## config.mk

```make
export PLATFORM = sky130hd
export DESIGN_NAME = digital_tube_ctrl
export DESIGN_NICKNAME = d
export VERILOG_FILES = /design/src/rtl/digital_tube_ctrl_pkg.sv /design/src/rtl/digital_tube_ctrl_hex_to_seg.sv /design/src/rtl/digital_tube_ctrl.sv
export SDC_FILE = /design/constraint.sdc
export NUM_CORES = 1
export LEC_CHECK = 0
export CAP_MARGIN = 20
export CORE_MARGIN = 3
export CORE_UTILIZATION = 46
export DETAILED_ROUTE_END_ITERATION = 8
export HOLD_SLACK_MARGIN = 0.05
export PLACE_DENSITY = 0.76
export SETUP_SLACK_MARGIN = 0.3
export SLEW_MARGIN = 20
export SYNTH_ARGS = -nofsm -noshare
export SYNTH_HDL_FRONTEND = slang
export SYNTH_SLANG_ARGS = --single-unit
```

## constraint.sdc

```tcl
create_clock -name clk_in -period 2.3 [get_ports clk_in]
set_input_delay 0.23 -clock clk_in [delete_from_list [all_inputs] [get_ports clk_in]]
set_output_delay 0.23 -clock clk_in [all_outputs]
set_load 0.01 [all_outputs]
```

## src/rtl/digital_tube_ctrl_pkg.sv

```systemverilog
// Shared constants for the 7-segment display controller: register map,
// CTRL field positions and the blank segment pattern.
package digital_tube_ctrl_pkg;

  // Register offsets, decoded from addr[3:2]
  localparam logic [1:0] RegData = 2'd0;
  localparam logic [1:0] RegExt  = 2'd1;
  localparam logic [1:0] RegCtrl = 2'd2;

  // CTRL layout: [0]=EN, [8:1]=DP mask digits 0-7, [9]=DP for tube2
  localparam int unsigned CtrlW      = 10;
  localparam int unsigned CtrlEnBit  = 0;
  localparam int unsigned CtrlDpLsb  = 1;
  localparam int unsigned CtrlDpMsb  = 8;
  localparam int unsigned CtrlDpExt  = 9;

  // All segments off (active-low), decimal point off
  localparam logic [7:0] SegBlank = 8'hFF;

  // Build a full 8-bit tube pattern from 7 segments and the dp mask bit
  function automatic logic [7:0] tube_pattern(input logic [6:0] seg, input logic dp);
    return {~dp, seg};
  endfunction

endpackage

```

## src/rtl/digital_tube_ctrl_hex_to_seg.sv

```systemverilog
// Hex digit to active-low 7-segment pattern, {g,f,e,d,c,b,a}.
module hex_to_seg (
  input  logic [3:0] hex,
  output logic [6:0] seg
);

  // Pure lookup, every code covered
  always_comb begin
    seg = 7'h7F;
    unique case (hex)
      4'h0: seg = 7'h40;
      4'h1: seg = 7'h79;
      4'h2: seg = 7'h24;
      4'h3: seg = 7'h30;
      4'h4: seg = 7'h19;
      4'h5: seg = 7'h12;
      4'h6: seg = 7'h02;
      4'h7: seg = 7'h78;
      4'h8: seg = 7'h00;
      4'h9: seg = 7'h10;
      4'hA: seg = 7'h08;
      4'hB: seg = 7'h03;
      4'hC: seg = 7'h46;
      4'hD: seg = 7'h21;
      4'hE: seg = 7'h06;
      4'hF: seg = 7'h0E;
      default: seg = 7'h7F;
    endcase
  end

endmodule

```

## src/rtl/digital_tube_ctrl.sv

```systemverilog
// Memory-mapped 7-segment controller: holds DATA/EXT/CTRL, scans two 4-digit
// banks plus one extra digit, and returns registered readback.
module digital_tube_ctrl
  import digital_tube_ctrl_pkg::*;
#(
  parameter int unsigned SCAN_DIV = 50000,
  parameter int unsigned CNT_W    = 16
) (
  input  logic        clk_in,
  input  logic        reset,
  input  logic [3:0]  addr,
  input  logic        we,
  input  logic [31:0] wdata,
  output logic [31:0] rdata,
  output logic [7:0]  digital_tube0,
  output logic [7:0]  digital_tube1,
  output logic [7:0]  digital_tube2,
  output logic [3:0]  digital_tube_sel0,
  output logic [3:0]  digital_tube_sel1,
  output logic        digital_tube_sel2
);

  localparam logic [CNT_W-1:0] CntLast = CNT_W'(SCAN_DIV - 1);

  logic [31:0]      data_q;
  logic [3:0]       ext_q;
  logic [CtrlW-1:0] ctrl_q;
  logic [CNT_W-1:0] cnt_q;
  logic [1:0]       idx_q;

  logic             en;
  logic [7:0]       dp_mask;
  logic [15:0]      data_hi;
  logic [3:0]       digit0, digit1;
  logic [6:0]       seg0, seg1, seg2;
  logic [31:0]      rdata_d;
  logic [7:0]       tube0_d, tube1_d, tube2_d;
  logic [3:0]       sel_d;
  logic             sel2_d;

  // Byte-lane bits are never decoded
  logic unused_addr;
  assign unused_addr = ^addr[1:0];

  assign en      = ctrl_q[CtrlEnBit];
  assign dp_mask = ctrl_q[CtrlDpMsb:CtrlDpLsb];
  assign data_hi = data_q[31:16];
  assign digit0  = data_q[{idx_q, 2'b00} +: 4];
  assign digit1  = data_hi[{idx_q, 2'b00} +: 4];

  hex_to_seg u_seg0 (.hex(digit0), .seg(seg0));
  hex_to_seg u_seg1 (.hex(digit1), .seg(seg1));
  hex_to_seg u_seg2 (.hex(ext_q),  .seg(seg2));

  // Register file writes; reset wins over a same-cycle write
  always_ff @(posedge clk_in) begin
    if (reset) begin
      data_q <= '0;
      ext_q  <= '0;
      ctrl_q <= '0;
    end else if (we) begin
      case (addr[3:2])
        RegData: data_q <= wdata;
        RegExt:  ext_q  <= wdata[3:0];
        RegCtrl: ctrl_q <= wdata[CtrlW-1:0];
        default: ;
      endcase
    end
  end

  // Prescaler and digit index; both parked at 0 while disabled
  always_ff @(posedge clk_in) begin
    if (reset || !en) begin
      cnt_q <= '0;
      idx_q <= '0;
    end else if (cnt_q == CntLast) begin
      cnt_q <= '0;
      idx_q <= idx_q + 2'd1;
    end else begin
      cnt_q <= cnt_q + CNT_W'(1);
    end
  end

  // Next readback word and display outputs from current state
  always_comb begin
    rdata_d = '0;
    case (addr[3:2])
      RegData: rdata_d = data_q;
      RegExt:  rdata_d = {28'd0, ext_q};
      RegCtrl: rdata_d = {{(32 - CtrlW){1'b0}}, ctrl_q};
      default: rdata_d = '0;
    endcase

    tube0_d = SegBlank;
    tube1_d = SegBlank;
    tube2_d = SegBlank;
    sel_d   = 4'b0000;
    sel2_d  = 1'b0;
    if (en) begin
      tube0_d = tube_pattern(seg0, dp_mask[{1'b0, idx_q}]);
      tube1_d = tube_pattern(seg1, dp_mask[{1'b1, idx_q}]);
      tube2_d = tube_pattern(seg2, ctrl_q[CtrlDpExt]);
      sel_d   = 4'b0001 << idx_q;
      sel2_d  = 1'b1;
    end
  end

  // Output registers
  always_ff @(posedge clk_in) begin
    if (reset) begin
      rdata             <= '0;
      digital_tube0     <= SegBlank;
      digital_tube1     <= SegBlank;
      digital_tube2     <= SegBlank;
      digital_tube_sel0 <= 4'b0000;
      digital_tube_sel1 <= 4'b0000;
      digital_tube_sel2 <= 1'b0;
    end else begin
      rdata             <= rdata_d;
      digital_tube0     <= tube0_d;
      digital_tube1     <= tube1_d;
      digital_tube2     <= tube2_d;
      digital_tube_sel0 <= sel_d;
      digital_tube_sel1 <= sel_d;
      digital_tube_sel2 <= sel2_d;
    end
  end

endmodule

```

==> results of run 1 <==
[what timing repair did]
item / CTS / global route
pin swaps: 1 / 2
gates resized for setup: 3 / 10
buffers inserted: 1 / 14
endpoints found under the setup margin: 20 / 10
[Yosys cell counts, drive strengths merged]
| cell | n |
|---|---|
| nand4b | 1 |
| o311ai | 1 |
| mux4 | 11 |
| a31oi | 6 |
| or2 | 2 |
| a21o | 1 |
| o221ai | 2 |
| o31ai | 1 |
| clkinv | 1 |
| and2 | 25 |
| or4b | 2 |
| o21ai | 14 |
| nor3 | 3 |
| nand3b | 3 |
| and3 | 2 |
| or3b | 1 |
| or4 | 2 |
| nor3b | 1 |
| buf | 8 |
| o211ai | 4 |
| nand2 | 88 |
| nor2 | 44 |
| nand3 | 15 |
| or3 | 3 |
| ha | 20 |
| nand4 | 5 |
| a21oi | 60 |
| dfxtp | 125 |
| and3b | 2 |
| o22ai | 2 |
| xor2 | 9 |
| clkbuf | 31 |
| nor2b | 5 |
| a221o | 1 |
| nand2b | 5 |
| mux2i | 18 |
| and4 | 2 |
| a211o | 1 |
| inv | 10 |
| a2111oi | 2 |
| xnor2 | 3 |
[report_power, final]
part | leakage (µW) | internal [µW] | total [µW] | switching (µW)
Combinational | 0.00128 | 152 | 301 | 148
Clock | 0.000310 | 1950 | 2870 | 924
Sequential | 0.00101 | 2200 | 2230 | 29.0
[registers in the layout, indices dropped and copies added (netlist names)]
register / flops
cnt_q: 16
ctrl_q: 10
data_q: 32
digital_tube0: 8
digital_tube1: 8
digital_tube2: 8
digital_tube_sel1: 4
digital_tube_sel2: 1
ext_q: 4
idx_q: 2
rdata: 32
[critical path, cell delays in order, from the launching register on]
cell     delay (ps)
dfxtp_4         350
or4b_4          530
or4_4           590
or3_4           350
a21oi_2         110
[final timing paths]
kind	from	to	slack (ps)
worst max-delay path	cnt_q[12]$_SDFF_PP0_	idx_q[1]$_SDFFE_PP0N_	300
worst min-delay path	reset	rdata[1]$_SDFF_PP0_	70
worst max register to register	cnt_q[12]$_SDFF_PP0_	idx_q[1]$_SDFFE_PP0N_	300
worst min register to register	ctrl_q[9]$_SDFFE_PP0P_	digital_tube2[7]$_SDFF_PP1_	430
[metrics by stage]
stage | instance area [µm²] | worst slack, ps | hold WS (ps) | utilization [%]
6_report | 6950 | 300 | 72.0 | 66.5
5_1_grt | 6950 | 240 | 74.0 | 66.5
4_1_cts | 6810 | 275 | 56.6 | 65.0
3_5_place_dp | 6140 | 211 | 418 | 58.7
3_3_place_gp | 6140 | 255 | 404 | 58.7
2_1_floorplan | 5030 | 303 | 366 | -
[final cells by class]
| cell class | instances | area, µm² |
|---|---|---|
| fillers | 831 | 3510 |
| flip-flops and latches | 125 | 2510 |
| multi-input cells | 367 | 2350 |
| repair buffers | 130 | 1240 |
| clock buffers | 21 | 459 |
| clock inverters | 11 | 188 |
| well taps | 136 | 170 |
| inverters | 11 | 41.3 |
[metal layers]
metal | vias to the layer above | wire [µm]
li1 | 2065 | -
met1 | 1988 | 5250
met2 | 155 | 6120
met3 | 30 | 696
met4 | 0 | 280
met5 | - | 0
[cell families after synthesis]
logic type / share of synthesized area, %
AOI/OAI and AO/OA: 10.5
xor gates and xnor gates: 2.09
adders and majority gates: 4.98
buffers and inverters: 4.11
DFF: 49.8
muxes: 8.52
and+or+nand+nor: 20.0
==> results by group, run 1 <==
Outcome
  – Outcome: completed

Finish
  – Diodes inserted: 0
  – Layout cell share with drive strength beyond 1: 13.2%
  – Finished Layout Cells: 801
  – Fin nets: 711
  – Commonest cells after routing, fill and taps aside: dfxtp_1 (122), clkdlybuf4s50_1 (100), nand2_1 (87), a21oi_1 (59), nor2_1 (44)
  – P&R area growth vs syn: 38.5%
  – Commonest non-fill, non-tap cell in the layout: dfxtp_1

Placement
  – DP HPWL: 8.22 mm
  – GP Congestion: 0.859
  – Placed Cells: 754
  – IO buf count: 101

Power and ir drop
  – Power after layout: 5410 µW
  – LEAKAGE: 0.00261 µW
  – Peak VDD IR: 0.473 mV
  – Pwr dens: 777 mW/mm²

GRT
  – Pin count of the biggest net entering global routing: 36
  – Gr usage total: 19.8%
  – Met1 Use GR: 23.8%
  – GRT met2 Usage: 33.4%
  – Met3 usage: 5.21%
  – First-pass GRT wire length: 19.8 mm
  – Initial antenna violation count: 0
  – Vias in the first global route: 4146
  – GR peak layer: met2
  – GRT overflow: 0

Worst setup path
  – Max FO, Critical Path: 5
  – Critical path endpoint category: flip-flop
  – R2R cell count: 4
  – Startpoint types: flip-flop
  – Kind of critical path: flip-flop to flip-flop
  – CP required: 2750 ps
  – Arr. time, crit path: 2450 ps

Floorplan
  – Total Die Area: 0.0122 mm²
  – Initial Utilization: 48.0%
  – Die W: 110 µm
  – Cell Rows: 37
  – Die height: 110 µm
  – Top-level port count: 104
  – Core Footprint: 0.0105 mm²

Run
  – MaxCap Viol Count: 0

Synth
  – Post-Synthesis Cell Area: 0.00502 mm²
  – Largest cells by area after synthesis: dfxtp_1 (50%), nand2_1 (6.6%), a21oi_1 (6.0%)
  – Avg Cell Area, Syn: 9.27 µm²
  – Yosys warning count: 0
  – Synth Register Bits: 125
  – Mapped Nets: 601
  – Post-synth top area share: 49.8%
  – Area leader, netlist: dfxtp_1
  – Seq/Total Area, Yosys: 49.8%
  – Mapped Cells: 542
  – Synth unique cells: 45

Route
  – DR DRC count: 0
  – 1st-iter DRT viols: 162
  – Detail Route Antenna Nets: 0
  – Via count: 4238
  – Final wirelength: 12.3 mm
  – Routed wire per std cell: 15.4 µm
  – Via/cell ratio: 5.29
  – Initial DRT Pass Iterations: 4

Timing
  – Max-slew headroom: 55.3%
  – Worst Skew: 7.07 ps
  – Final setup viols: 0
  – Slew of the pin with the lowest slew margin: 670 ps
  – Tmin final: 2000 ps
  – Final Max Tran Viols: 0
  – Achievable Freq: 0.500 GHz
  – Final hold vios: 0
  – Crit share post-route: 87.0%
  – Unrepaired setup endpoints after global routing: yes
  – Setup_tns: 0 ps

CTS
  – Clk sinks: 125
  – Total CTS buffers: 17
  – CTS tree: done
  – CTS Root Buffer Type: clkbuf_8
  – H-Tree Depth: 4
  – Clock Pin Slew Worst Setup and Hold Paths: 60 ps
  – Hold_buf cts: 0
  – Clk buf depth: 2
  – Worst-Skew Late Latency: 520 ps

Worst hold path
  – Hold Crit Depth: 2
  – Worst Hold Class: input port to flip-flop
No activity file was read; power rests on OpenSTA's default activity.
==> run 2: changes to the inputs <==
Settings changed: ABC_AREA set to 1, CORE_UTILIZATION 46 to 47, MAX_ROUTING_LAYER set to met4, PLACE_DENSITY 0.76 to unset, PLACE_DENSITY_LB_ADDON set to 0.15.
==> run 2 against run 1 <==
  * Hold slack improved by 360 ps
  * Via count rose by 13%
  * Synthesized cell count rose by 30%
  * Sequential power rose by 2%
  * Non-clock buffer count fell by 22
  * Worst setup slack improved by 210 ps
  * Die area rose by 3.6%
  * First-iteration DRC count rose by 100%
  * Global-route usage rose by 1.6 points
==> results by group, run 2 <==
Placement
  – Dpl ws: 434 ps (was 211 ps)
  – GP Congestion: 0.831 (was 0.859)
  – DP Area: 0.00638 mm² (was 0.00614 mm²)
  – DP HPWL: 8.86 mm (was 8.22 mm)
  – IO buf count: 101 (unchanged)

Finish
  – Layout cell share with drive strength beyond 1: 8.66% (was 13.2%)
  – Fin nets: 856 (was 711)
  – Commonest non-fill, non-tap cell in the layout: nand2_1 (was dfxtp_1)
  – P&R area growth vs syn: 30.3% (was 38.5%)
  – Diodes inserted: 0 (unchanged)
  – Post-route cell area: 0.00694 mm² (was 0.00695 mm²)
  – Fill count: 998 (was 831)
  – Commonest cells after routing, fill and taps aside: nand2_1 (155), dfxtp_1 (124), nor2_1 (104), clkdlybuf4s50_1 (101), o21ai_0 (52) (was dfxtp_1 (122), clkdlybuf4s50_1 (100), nand2_1 (87), a21oi_1 (59), nor2_1 (44))
  – Top flop regs: data_q (32), rdata (32), cnt_q (16) (unchanged)

Synth
  – Top post-synthesis cells by count: nand2_1 (155), dfxtp_1 (125), nor2_1 (104) (was dfxtp_1 (125), nand2_1 (88), a21oi_1 (60))
  – Top-count cell post-synth: nand2_1 (was dfxtp_1)
  – Avg Cell Area, Syn: 7.59 µm² (was 9.27 µm²)
  – Post-synth EDFFs: 0 (unchanged)
  – Largest cells by area after synthesis: dfxtp_1 (47%), nand2_1 (11%), nor2_1 (7.3%) (was dfxtp_1 (50%), nand2_1 (6.6%), a21oi_1 (6.0%))
  – Top_reg_cell synth: dfxtp_1 (unchanged)
  – Yosys warning count: 0 (unchanged)
  – Seq/Total Area, Yosys: 47.0% (was 49.8%)
  – Synth Register Bits: 125 (unchanged)
  – Synth unique cells: 35 (was 45)
  – Post-Synthesis Cell Area: 0.00533 mm² (was 0.00502 mm²)
  – Asr flop ratio synth: 0% (unchanged)
  – Mapped Cells: 702 (was 542)
  – Post-synth top area share: 47.0% (was 49.8%)
  – Mapped Nets: 761 (was 601)
  – Area leader, netlist: dfxtp_1 (unchanged)

Route
  – Initial DRT Pass Iterations: 5 (was 4)
  – Routed wire per std cell: 13.7 µm (was 15.4 µm)
  – Via count: 4803 (was 4238)
  – DR DRC count: 0 (unchanged)
  – 1st-iter DRT viols: 330 (was 162)
  – Final wirelength: 12.9 mm (was 12.3 mm)
  – Detail Route Antenna Nets: 0 (unchanged)
  – Via/cell ratio: 5.07 (was 5.29)

Worst hold path
  – Worst Hold Class: input port to flip-flop (unchanged)
  – Hold Crit Start: wdata[9] (was reset)
  – Hold Crit Depth: 3 (was 2)

GRT
  – Initial antenna violation count: 0 (unchanged)
  – GRT overflow: 0 (unchanged)
  – First-pass GRT wire length: 21.3 mm (was 19.8 mm)
  – Vias in the first global route: 4466 (was 4146)
  – Pin count of the biggest net entering global routing: 61 (was 36)
  – Gr usage total: 21.4% (was 19.8%)

Worst setup path
  – Arr. time, crit path: 2070 ps (was 2450 ps)
  – Worst path cell trace: inv_2, nand2_1, nand3_1, nand2_1, ha_1, nand3b_1, nand3_1, nand2_1, nand2_1 (was or4b_4, or4_4, or3_4, a21oi_2)
  – Most frequent CP cell: nand2_1
  – CP max stage cell: ha_1 (was or4_4)
  – Kind of critical path: flip-flop to flip-flop (unchanged)
  – Crit-path max cell delay: 370 ps (was 590 ps)
  – Worst R2R Start: idx_q[0]$_SDFFE_PP0N_ (was cnt_q[12]$_SDFF_PP0_)
  – Startpoint types: flip-flop (unchanged)
  – CP required: 2580 ps (was 2750 ps)
  – Critical path endpoint category: flip-flop (unchanged)
  – R2R cell count: 9 (was 4)
  – Max FO, Critical Path: 20 (was 5)
  – Source of the critical timing path: idx_q[0]$_SDFFE_PP0N_ (was cnt_q[12]$_SDFF_PP0_)

Timing
  – Achievable Freq: 0.560 GHz (was 0.500 GHz)
  – Final Max Tran Viols: 0 (unchanged)
  – Max-slew headroom: 67.2% (was 55.3%)
  – Crit share post-route: 77.7% (was 87.0%)
  – Tmin final: 1790 ps (was 2000 ps)
  – Final setup viols: 0 (unchanged)
  – Final hold vios: 0 (unchanged)
  – Setup_tns: 0 ps (unchanged)
  – Final setup margin: 514 ps (was 300 ps)
  – Slew of the pin with the lowest slew margin: 492 ps (was 670 ps)
  – Worst Skew: 8.54 ps (was 7.07 ps)
  – Unrepaired setup endpoints after global routing: no (was yes)

Floorplan
  – Die height: 112 µm (was 110 µm)
  – Cell Rows: 38 (was 37)
  – Core Footprint: 0.0109 mm² (was 0.0105 mm²)
  – Total Die Area: 0.0126 mm² (was 0.0122 mm²)
  – Initial Utilization: 48.7% (was 48.0%)
  – Top-level port count: 104 (unchanged)
  – Die W: 112 µm (was 110 µm)

Power and ir drop
  – Comb pwr share: 7.6% (was 5.6%)
  – Peak VDD IR: 0.403 mV (was 0.473 mV)
  – Sw Share: 22.2% (was 20.4%)
  – Clock share of power: 48.6% (was 53.1%)
  – LEAKAGE: 0.00265 µW (was 0.00261 µW)
  – Int Power: 4030 µW (was 4300 µW)
  – Switch Pwr: 1150 µW (was 1100 µW)
  – Pwr dens: 747 mW/mm² (was 777 mW/mm²)
  – Reg power frac: 43.8% (was 41.3%)

CTS
  – Clk sinks: 125 (unchanged)
  – Clk buf depth: 2 (unchanged)
  – Total CTS buffers: 17 (unchanged)
  – Worst-Skew Late Latency: 410 ps (was 520 ps)
  – CTS Root Buffer Type: clkbuf_16 (was clkbuf_8)
  – H-Tree Depth: 4 (unchanged)
  – Post-CTS Setup Bufs: 0 (was 1)
  – Clock Pin Slew Worst Setup and Hold Paths: 50 ps (was 60 ps)
  – CTS tree: done (unchanged)

Outcome
  – Outcome: completed (unchanged)

Run
  – MaxCap Viol Count: 0 (unchanged)
[run 2: cell count changes after synthesis, moves of 18 or more]
cell	previous run	this run
and2_1	25	0
clkbuf_1	31	9
inv_1	10	49
mux2i_1	18	0
nand2_1	88	155
nand3_1	15	51
nor2_1	44	104
o21ai_0	14	52
[run 2: worst max-delay path, delay by kind of cell (launching register included)]
family / cells / cell delay (ps)
AND/OR/NAND/NOR: 7 / 690
adder cells (fa/ha/maj): 1 / 370
flip-flops: 1 / 310
buffers and inverters: 1 / 290
[run 2: cell families after synthesis]
kind of cell | Yosys count | share of synthesized area (%)
AND/OR/NAND/NOR | 352 | 29.0
flip-flops | 125 | 47.0
AO/OA/AOI/OAI | 108 | 10.9
buffers and inverters | 92 | 7.68
adder cells (fa/ha/maj) | 20 | 4.70
XOR/XNOR | 5 | 0.822
[run 2: layer usage]
layer / wire (µm) / vias to the layer above / track usage (%)
li1: - / 2446 / -
met1: 6090 / 2163 / 28.3
met2: 5860 / 172 / 32.5
met3: 830 / 22 / 5.28
met4: 166 / 0 / 6.57
met5: 0 / - / -
[run 2: final timing paths]
path | slack, ps | to
max | 510 | digital_tube0[3]$_SDFF_PP1_
min | 430 | ctrl_q[9]$_SDFFE_PP0P_
max reg2reg | 510 | digital_tube0[3]$_SDFF_PP1_
min reg2reg | 460 | rdata[22]$_SDFF_PP0_
[run 2: power groups by stage]
stage / Sequential, µW / Clock, µW / Combinational, µW
after floorplan: 2310 / 0 / 225
after global placement: 2310 / 0 / 381
after detailed placement: 2310 / 0 / 389
after CTS: 2270 / 2560 / 393
after global routing: 2270 / 2650 / 445
final: 2270 / 2520 / 395
[run 2: final cells by class]
class	count	area [µm²]	area share (%)
Clock buffer	22	464	6.69
Timing Repair Buffer	108	1060	15.3
Sequential cell	125	2500	36.1
Inverter	60	228	3.28
Clock inverter	8	92.6	1.33
Multi-Input combinational cell	485	2410	34.8
Tap cell	140	175	2.52
[run 2: what timing repair did]
item	4_1_cts	5_1_grt
resized for setup	0	3
endpoints found under the hold margin	0	0
hold buffers	0	0
setup endpoints to repair	0	5
[run 2: metrics by stage]
stage                     cells  util (%)  total power [µW]  hold slack, ps
after global routing        948      63.5              5370             446
after floorplan             702         -              2540             379
after global placement      918      58.4              2690             452
final                       948      63.5              5180             429
after CTS                   948      63.4              5220             417
after detailed placement    918      58.4              2700             441
==> run 3: changes to the inputs <==
Settings changed: CORE_UTILIZATION 47 to 50.
Clock period 2.3 ns to 1.9 ns, I/O delays scaled along.
==> run 3 against run 2 <==
  * Non-clock buffer count is 18 higher
  * Sequential cell count unchanged
  * First-iteration DRC count increased by 3.9%
  * Clock skew about the same
  * Cell count increased by 1.5%
  * Clock-buffer cell count did not move
  * Fmax up 11%
  * Hold slack worse by 130 ps
  * Register-to-register slack worse by 220 ps
  * Sequential share of layout area decreased by 1.1 points
  * Die area shrank 5.7%
  * Sequential power rose by 21%
  * Critical endpoint is now digital_tube1[3]$_SDFF_PP1_
  * Largest power group unchanged
==> results by group, run 3 (synthesized netlist as in run 2, its figures left out) <==
Outcome
  – Outcome: completed (unchanged)

Power and ir drop
  – Sw Share: 23.4% (was 22.2%)
  – LEAKAGE: 0.00293 µW (was 0.00265 µW)
  – Int Power: 4660 µW (was 4030 µW)
  – Switch Pwr: 1420 µW (was 1150 µW)
  – Comb pwr share: 8.4% (was 7.6%)
  – Clock share of power: 46.5% (was 48.6%)
  – Peak VDD IR: 0.661 mV (was 0.403 mV)
  – Reg power frac: 45.1% (was 43.8%)
  – Pwr dens: 850 mW/mm² (was 747 mW/mm²)

Placement
  – GP Congestion: 0.843 (was 0.831)
  – DP HPWL: 9.05 mm (was 8.86 mm)
  – DP Area: 0.00644 mm² (was 0.00638 mm²)
  – Dpl ws: 131 ps (was 434 ps)
  – IO buf count: 101 (unchanged)

Worst hold path
  – Worst Hold Class: input port to flip-flop (unchanged)
  – Hold Crit Start: wdata[9] (unchanged)

Worst setup path
  – Crit-path max cell delay: 400 ps (was 370 ps)
  – Worst R2R Start: idx_q[0]$_SDFFE_PP0N_ (unchanged)
  – CP max stage cell: dfxtp_4 (was ha_1)
  – Startpoint types: flip-flop (unchanged)
  – Critical path endpoint category: flip-flop (unchanged)
  – CP bufs+invs: 1 (unchanged)
  – Source of the critical timing path: idx_q[0]$_SDFFE_PP0N_ (unchanged)
  – Most frequent CP cell: nand2_1 (unchanged)
  – Max FO, Critical Path: 5 (was 20)
  – Arr. time, crit path: 2060 ps (was 2070 ps)
  – Worst path cell trace: clkbuf_16, nand2_1, nand3_1, nand2_2, ha_1, nand3b_1, nand3_1, nand2_1, nand2_1 (was inv_2, nand2_1, nand3_1, nand2_1, ha_1, nand3b_1, nand3_1, nand2_1, nand2_1)
  – Kind of critical path: flip-flop to flip-flop (unchanged)
  – CP required: 2350 ps (was 2580 ps)
  – CP top delay family: simple AND/OR/NAND/NOR gates (unchanged)

CTS
  – H-Tree Depth: 4 (unchanged)
  – Clk sinks: 125 (unchanged)
  – CTS Root Buffer Type: clkbuf_8 (was clkbuf_16)
  – Worst-Skew Late Latency: 520 ps (was 410 ps)
  – Hold_buf cts: 0 (unchanged)
  – CTS tree: done (unchanged)
  – Clock Pin Slew Worst Setup and Hold Paths: 60 ps (was 50 ps)
  – Clk buf depth: 2 (unchanged)
  – Total CTS buffers: 17 (unchanged)

Route
  – 1st-iter DRT viols: 343 (was 330)
  – Via/cell ratio: 5.10 (was 5.07)
  – Initial DRT Pass Iterations: 6 (was 5)
  – Detail Route Antenna Nets: 0 (unchanged)
  – Routed wire per std cell: 14.0 µm (was 13.7 µm)
  – Final wirelength: 13.5 mm (was 12.9 mm)
  – Via count: 4911 (was 4803)
  – DR DRC count: 0 (unchanged)

Timing
  – Unrepaired setup endpoints after global routing: yes (was no)
  – Final setup margin: 292 ps (was 514 ps)
  – Achievable Freq: 0.622 GHz (was 0.560 GHz)
  – WHS: 302 ps (was 429 ps)
  – Final setup viols: 0 (unchanged)
  – Crit share post-route: 84.6% (was 77.7%)
  – Final hold vios: 0 (unchanged)
  – Max-slew headroom: 65.1% (was 67.2%)
  – Tmin final: 1610 ps (was 1790 ps)
  – Setup_tns: 0 ps (unchanged)
  – Worst Skew: 8.57 ps (was 8.54 ps)
  – Final Max Tran Viols: 0 (unchanged)
  – Slew of the pin with the lowest slew margin: 523 ps (was 492 ps)

GRT
  – GRT overflow: 0 (unchanged)
  – Pin count of the biggest net entering global routing: 61 (unchanged)
  – Vias in the first global route: 4437 (was 4466)
  – Initial antenna violation count: 0 (unchanged)
  – First-pass GRT wire length: 20.8 mm (was 21.3 mm)
  – Gr usage total: 23.0% (was 21.4%)

Finish
  – Post-route cell area: 0.00716 mm² (was 0.00694 mm²)
  – Fin nets: 874 (was 856)
  – Diodes inserted: 0 (unchanged)
  – Top flop regs: data_q (32), rdata (32), cnt_q (16) (unchanged)
  – Layout cell share with drive strength beyond 1: 12.3% (was 8.66%)
  – Commonest cells after routing, fill and taps aside: nand2_1 (151), dfxtp_1 (123), nor2_1 (104), clkdlybuf4s50_1 (88), o21ai_0 (52) (was nand2_1 (155), dfxtp_1 (124), nor2_1 (104), clkdlybuf4s50_1 (101), o21ai_0 (52))
  – Commonest non-fill, non-tap cell in the layout: nand2_1 (unchanged)
  – Fin util: 69.4% (was 63.5%)
  – P&R area growth vs syn: 34.4% (was 30.3%)

Floorplan
  – Cell Rows: 37 (was 38)
  – Top-level port count: 104 (unchanged)
  – Core Footprint: 0.0103 mm² (was 0.0109 mm²)
  – Total Die Area: 0.0119 mm² (was 0.0126 mm²)
  – Initial Utilization: 51.6% (was 48.7%)
  – Die height: 109 µm (was 112 µm)
  – Die W: 109 µm (was 112 µm)

Run
  – MaxCap Viol Count: 0 (unchanged)
-- run 3: metrics by stage --
stage                     total power, µW  instances
after floorplan                      3070        702
after global placement               3270        921
after detailed placement             3280        921
after CTS                            6110        952
after global routing                 6320        962
final                                6090        962
-- run 3: worst paths after layout --
path / end / slack (ps) / cells after the start
hold / removal: ctrl_q[9]$_SDFFE_PP0P_ / 300 / 3
hold reg to reg: digital_tube2[7]$_SDFF_PP1_ / 440 / 1
setup reg to reg: digital_tube1[3]$_SDFF_PP1_ / 290 / 9
setup / recovery: digital_tube1[3]$_SDFF_PP1_ / 290 / 9
-- run 3: layout make-up --
| class | instances | area, µm² |
|---|---|---|
| fillers | 843 | 3160 |
| multi-input cells | 485 | 2460 |
| well taps | 136 | 170 |
| repair buffers | 126 | 1270 |
| inverters | 60 | 233 |
| clock buffers | 22 | 443 |
| clock inverters | 8 | 70.1 |
| flip-flops and latches | 125 | 2510 |
-- run 3: power by group through the flow --
| stage | Clock, µW | Combinational (µW) | Sequential [µW] |
|---|---|---|---|
| finish | 2830 | 510 | 2740 |
| floorplan | 0 | 272 | 2800 |
| global route | 3000 | 566 | 2750 |
| detailed placement | 0 | 483 | 2800 |
| global placement | 0 | 470 | 2800 |
| CTS | 2870 | 491 | 2740 |
-- run 3: repair_timing --
item,in CTS,in global routing
pin swaps,2,5
endpoints found under the setup margin,13,26
setup buffers,1,9
endpoints found under the hold margin,0,0
resized for setup,9,29
cloned,0,1
-- run 3: tightest hold or removal path: cells and delay by family --
kind / cells / cell delay [ps]
and+or+nand+nor: 1 / 80
buffers and inverters: 1 / 410
AOI/OAI and AO/OA: 1 / 70
-- run 3: metal layers --
| layer | share of wire, % | routed length [µm] | up-vias | track usage, % |
|---|---|---|---|---|
| li1 | - | - | 2487 | - |
| met4 | 0.99 | 133 | 0 | 6.32 |
| met1 | 46 | 6200 | 2230 | 30.2 |
| met3 | 6.7 | 899 | 19 | 5.45 |
| met2 | 46 | 6270 | 175 | 35.5 |
| met5 | 0 | 0 | - | - |
